`config.mk`:
```
export PLATFORM = sky130hd
export DESIGN_NAME = pipeline_hazard_ctrl
export DESIGN_NICKNAME = d
export VERILOG_FILES = /design/src/rtl/pipeline_hazard_ctrl.sv
export SDC_FILE = /design/constraint.sdc
export NUM_CORES = 1
export LEC_CHECK = 0
export CAP_MARGIN = 20
export CELL_PAD_IN_SITES_DETAIL_PLACEMENT = 0
export CELL_PAD_IN_SITES_GLOBAL_PLACEMENT = 1
export CORE_AREA = 3 3 73 69
export CTS_CLUSTER_DIAMETER = 30
export DETAILED_ROUTE_END_ITERATION = 10
export DIE_AREA = 0 0 76 72
export MAX_ROUTING_LAYER = met4
export PLACE_DENSITY = 0.79
export SYNTH_ARGS = -nofsm -noshare
export SYNTH_HDL_FRONTEND = slang
export SYNTH_SLANG_ARGS = --single-unit
```
`constraint.sdc`:
```
create_clock -name clk -period 2.5 [get_ports clk]
set_input_delay 0.375 -clock clk [delete_from_list [all_inputs] [get_ports clk]]
set_output_delay 0.375 -clock clk [all_outputs]
set_load 0.01 [all_outputs]
```
`src/rtl/pipeline_hazard_ctrl.sv`:
```
// pipeline_hazard_ctrl
//   Central stall/flush/halt sequencer for the 5-stage IF/ID/EX/MEM/WB pipeline.
//   Resolves load-use, EX-resolved branch mispredict and stalled memory
//   handshakes. It also runs the halt drain/resume sequence.
//
//   Ports
//     clk, rst_n               clock (rising edge), async active-low reset
//     ID_rs1/ID_rs2            source regs of the instr in ID
//     ID_use_rs1/ID_use_rs2    the instr in ID actually reads that source
//     ID_halt                  the instr in ID is HLT
//     EX_rd, EX_is_load        destination and load flag of the instr in EX
//     EX_mispredict            branch in EX resolved against its prediction
//     mem_req, mem_ready       MEM-stage data-memory handshake
//     resume                   single-cycle pulse that leaves HALTED
//     pc_stall, *_stall        hold PC / pipeline register (combinational)
//     *_flush                  bubble pipeline register (combinational)
//     hlt                      registered; freezes all pipeline registers
//     state                    FSM state for debug: RUN=0 MEM_WAIT=1 DRAIN=2 HALTED=3
//     stall_cycles             stall-cycle counter
//
//   Build option
//     PIPE_PERF_CNT_EN : when defined, stall_cycles counts cycles with
//                        pc_stall=1 outside HALTED and saturates at all-ones.
//                        When undefined, it is tied to zero and no counter is built.
module pipeline_hazard_ctrl #(
  parameter int REG_W        = 5,
  parameter int DRAIN_CYCLES = 3   // 1..15
) (
  input  logic             clk,
  input  logic             rst_n,
  input  logic [REG_W-1:0] ID_rs1,
  input  logic [REG_W-1:0] ID_rs2,
  input  logic             ID_use_rs1,
  input  logic             ID_use_rs2,
  input  logic             ID_halt,
  input  logic [REG_W-1:0] EX_rd,
  input  logic             EX_is_load,
  input  logic             EX_mispredict,
  input  logic             mem_req,
  input  logic             mem_ready,
  input  logic             resume,
  output logic             pc_stall,
  output logic             IF_ID_stall,
  output logic             ID_EX_stall,
  output logic             EX_MEM_stall,
  output logic             MEM_WB_stall,
  output logic             IF_ID_flush,
  output logic             ID_EX_flush,
  output logic             EX_MEM_flush,
  output logic             MEM_WB_flush,
  output logic             hlt,
  output logic [1:0]       state,
  output logic [31:0]      stall_cycles
);

  typedef enum logic [1:0] {
    RUN      = 2'd0,
    MEM_WAIT = 2'd1,
    DRAIN    = 2'd2,
    HALTED   = 2'd3
  } state_t;

  state_t     cur, nxt;
  logic [3:0] drain_cnt, drain_nxt;
  logic       mem_wait, load_use;

  assign mem_wait = mem_req & ~mem_ready;

  // A load writing x0 never creates a dependency.
  assign load_use = EX_is_load && (EX_rd != '0) &&
                    ((ID_use_rs1 && (ID_rs1 == EX_rd)) ||
                     (ID_use_rs2 && (ID_rs2 == EX_rd)));

  // Hazard responses are combinational so every pipeline register reacts on
  // the same edge that the hazard is seen.
  always_comb begin
    pc_stall     = 1'b0;
    IF_ID_stall  = 1'b0;
    ID_EX_stall  = 1'b0;
    EX_MEM_stall = 1'b0;
    MEM_WB_stall = 1'b0;
    IF_ID_flush  = 1'b0;
    ID_EX_flush  = 1'b0;
    // The back half of the pipe is only ever cleared by reset.
    EX_MEM_flush = 1'b0;
    MEM_WB_flush = 1'b0;
    nxt          = cur;
    drain_nxt    = drain_cnt;

    if (cur == HALTED || mem_wait) begin
      // Freeze everything; memory waits are not considered while HALTED.
      pc_stall     = 1'b1;
      IF_ID_stall  = 1'b1;
      ID_EX_stall  = 1'b1;
      EX_MEM_stall = 1'b1;
      MEM_WB_stall = 1'b1;
      if (cur == HALTED) begin
        if (resume) nxt = RUN;
      end else if (cur != DRAIN) begin
        nxt = MEM_WAIT;     // a drain in progress keeps its state and count
      end
    end else begin
      unique case (cur)
        MEM_WAIT: nxt = RUN;   // access completed this cycle
        DRAIN: begin
          if (EX_mispredict) begin
            // The HLT that started the drain was on the wrong path.
            IF_ID_flush = 1'b1;
            ID_EX_flush = 1'b1;
            nxt         = RUN;
            drain_nxt   = '0;
          end else begin
            pc_stall    = 1'b1;
            IF_ID_flush = 1'b1;
            if (drain_cnt == 4'd1) begin
              nxt       = HALTED;
              drain_nxt = '0;
            end else begin
              drain_nxt = drain_cnt - 4'd1;
            end
          end
        end
        default: begin        // RUN
          if (EX_mispredict) begin
            IF_ID_flush = 1'b1;
            ID_EX_flush = 1'b1;
          end else if (load_use) begin
            pc_stall    = 1'b1;
            IF_ID_stall = 1'b1;
            ID_EX_flush = 1'b1;
          end else if (ID_halt) begin
            nxt       = DRAIN;
            drain_nxt = 4'(DRAIN_CYCLES);
          end
        end
      endcase
    end
  end

  always_ff @(posedge clk or negedge rst_n) begin
    if (!rst_n) begin
      cur       <= RUN;
      drain_cnt <= '0;
      hlt       <= 1'b0;
    end else begin
      cur       <= nxt;
      drain_cnt <= drain_nxt;
      hlt       <= (nxt == HALTED);
    end
  end

  assign state = cur;

`ifdef PIPE_PERF_CNT_EN
  logic [31:0] stall_q;

  always_ff @(posedge clk or negedge rst_n) begin
    if (!rst_n)
      stall_q <= '0;
    else if (pc_stall && cur != HALTED && stall_q != 32'hFFFF_FFFF)
      stall_q <= stall_q + 32'd1;
  end

  assign stall_cycles = stall_q;
`else
  assign stall_cycles = 32'h0;
`endif

endmodule

```
==> results.md <==
* Post-layout nets at 210
* WP buf/inv at 2
* Power per Cell Area at around 760 nW/um^2
* Largest net degree at the start of global routing at 10
* Routability congestion estimate at about 0.8
* CTS tree: done
* Final period util at 0.9657
* HPWL after DPL at ~2.1 mm
* Max Cap Viol at 0
* Final hold vios at 0
* IO Count at ~70
* Post-synthesis sequential area ratio at 0.1636
* Layout cells sized above 1 at 0.2079
* Number of global-route vias before repair at 881
* Post-synth top area cell: buf_4
* Post-synth EDFFs at 0
* Clock-pin transition on the worst setup and hold timing paths at around 0.04 ns
* Worst EP arrival at 2.04 ns
* Total chip power at 1132 uW
* Initial Util at 0.2465
* Via Count at about 950
* Clk root buf: clkbuf_8
* Avg WL per Cell at a little over 10 microns
* CORE AREA at between 4000 and 5000 sq um
* Worst r2r dst: hlt
* Peak fanout along the critical path at 3
* Rows at 23
* Clk_lat worst skew at roughly 0.22 ns
* Diode count at 0
* Synthesis-to-finish area growth at 38.55%
* Routed Antenna Nets at 0
* Main flop type after synthesis: dfrtp_1
* FF-to-FF Start: state[0]
* Die H at a little over 70 microns
* CP Cell Sequence: clkdlybuf4s50_1, or4_4, o211ai_1, o21ai_0, and2_1, buf_2
* Post-synth ARST share at 1.000
* Clock skew at about 0.0018 ns
* Min Hold Slack at roughly 0.4 ns
* Die ar. at ~5500 sq um
* Via/cell ratio at 3.950
* Outcome: completed
* I/O Buffers at 34
* Worst vdd ir at between 0.15 and 0.2 mV
* Setup TNS at 0 ns
* Top cell family by delay on the critical path: simple AND/OR/NAND/NOR gates
* Post-synthesis cell count at between 100 and 150
* # fillers at between 400 and 500
* DRT iter0 DRCs at 48
* #FFs+latches synth at 7
* Initial DRT Pass Iterations at 4
* Hold Buf Count CTS at 0
* Synth cell types at 39
* Die X at between 70 and 80 microns
* First-pass GRT wire length at about 3.8 mm
* Synthesized cell area at ~1100 sq um
* Slowest CP cell: or4_4
* Mean post-synth cell area at between 8 and 9 sq um
* Fin util at 0.3415
* Crit-path max cell delay at roughly 0.52 ns
* Worst Setup End Kind: output pin
* CTS Buffer Depth at 2
* Top cells by area, synth: buf_4 (26%), dfrtp_1 (16%), ha_1 (7.0%), xor2_1 (6.5%), o21ai_0 (3.3%)
* Yosys warns at 0
* Total grt overflow at 0
* Tmin final at approximately 2.4 ns
* FF-to-FF setup slack at 0.33 ns
* Total CTS buffers at 3
* Max Clk Rate at 0.4142 GHz
* Hold Path Class: in2async
* Worst Setup Path Type: in2out
* Clk sinks at 7
* Max Transition Viols Final at 0
* Antenna violations before repair at 0
* Leak at between 0.0006 and 0.0007 uW
* Worst Reg-to-Reg Cells at 8
* Detailed Route WL at 2.493 mm
* Final setup viols at 0
* H-Tree Depth at 1
* DRC violations left at 0
* Top-area cell type share of the netlist area at 0.2593
* Gr usage total at 0.08619
* CP required at ~2.1 ns
* CP Launch Type: input port
[cell type report]
class                      instances  area (sq um)  area share
tap                               62         77.57     0.05228
timing repair buffer              46         415.4      0.2799
clock buffer                       4         45.04     0.03035
sequential                         7         176.4      0.1189
multi-input combinational        112         735.7      0.4958
inverter                           9         33.78     0.02277
[cell usage in the layout (no fill, tap or decap), types with 3 or more instances in the layout]
master,netlist,final
conb_1,1,34
clkdlybuf4s50_1,0,28
buf_4,37,12
inv_1,9,9
xor2_1,8,8
o21ai_0,7,6
ha_1,6,6
dfrtp_1,7,6
nand2_1,5,5
nor2_1,7,5
a21oi_1,4,4
a31o_2,3,3
clkbuf_8,0,3
[worst register-to-register path, cell delays in order (launching register included)]
cell,delay [ns]
dfrtp_2,0.41
inv_1,0.08
ha_1,0.32
buf_4,0.18
nor3b_2,0.19
a211oi_1,0.11
or3_1,0.36
o21ba_2,0.22
a221oi_2,0.20
[what timing repair did]
item                                    in CTS  in global routing
pin swaps                                    3                  2
buffers inserted                             2                  0
resized for setup                           14                  9
endpoints found under the setup margin       3                  7
[kinds of logic after synthesis]
group                      Yosys count  synth area share
buffers and inverters               47            0.2956
and+or+nand+nor                     35            0.1998
AOI/OAI and AO/OA                   26            0.1764
xor gates and xnor gates            10           0.08178
DFF                                  7            0.1636
adders and majority gates            6           0.07009
other                                1          0.003501
muxes                                1          0.009346
[registers in the layout, summed over array words and instances (netlist names)]
name and cells:
drain_cnt 4, state 2, hlt 1
[layer usage]
metal | share of wire | vias up | track usage
met5 | 0 | - | -
met1 | 0.40 | 434 | 0.09970
met2 | 0.53 | 32 | 0.1496
li1 | - | 477 | -
met3 | 0.053 | 5 | 0.007444
met4 | 0.020 | 0 | 0.04829
[synthesized netlist by cell type, types with 3 or more instances]
cell type   n
nor2_1      7
xor2_1      8
buf_4      37
ha_1        6
inv_1       9
a21oi_1     4
nand2_1     5
dfrtp_1     7
o21ai_0     7
a31o_2      3
[report_power, final]
group	switching [uW]	total, uW	internal (uW)
clock network	45.9	156	110
logic	376	741	365
registers	66.0	236	170
[worst max path at each step]
stage / startpoint / to / slack [ns] / depth (start not counted)
after global routing: EX_rd[0] / ID_EX_flush / -0.01 / 8
after detailed placement: EX_rd[1] / pc_stall / -0.33 / 6
after floorplan: state[0] / hlt / 0.48 / 8
after CTS: EX_rd[2] / pc_stall / 0.009 / 8
final: EX_rd[3] / ID_EX_flush / 0.09 / 6
after global placement: EX_rd[2] / pc_stall / -0.33 / 7
[through the flow]
| step | area [sq um] | instances | worst slack (ns) |
|---|---|---|---|
| after CTS | 1465 | 240 | 0.008936 |
| final | 1484 | 240 | 0.08578 |
| after detailed placement | 1405 | 234 | -0.3280 |
| after floorplan | 1195 | 166 | 0.4849 |
| after global routing | 1484 | 240 | -0.01104 |
| after global placement | 1405 | 234 | -0.3304 |
Power figures use the tool's default switching activity.
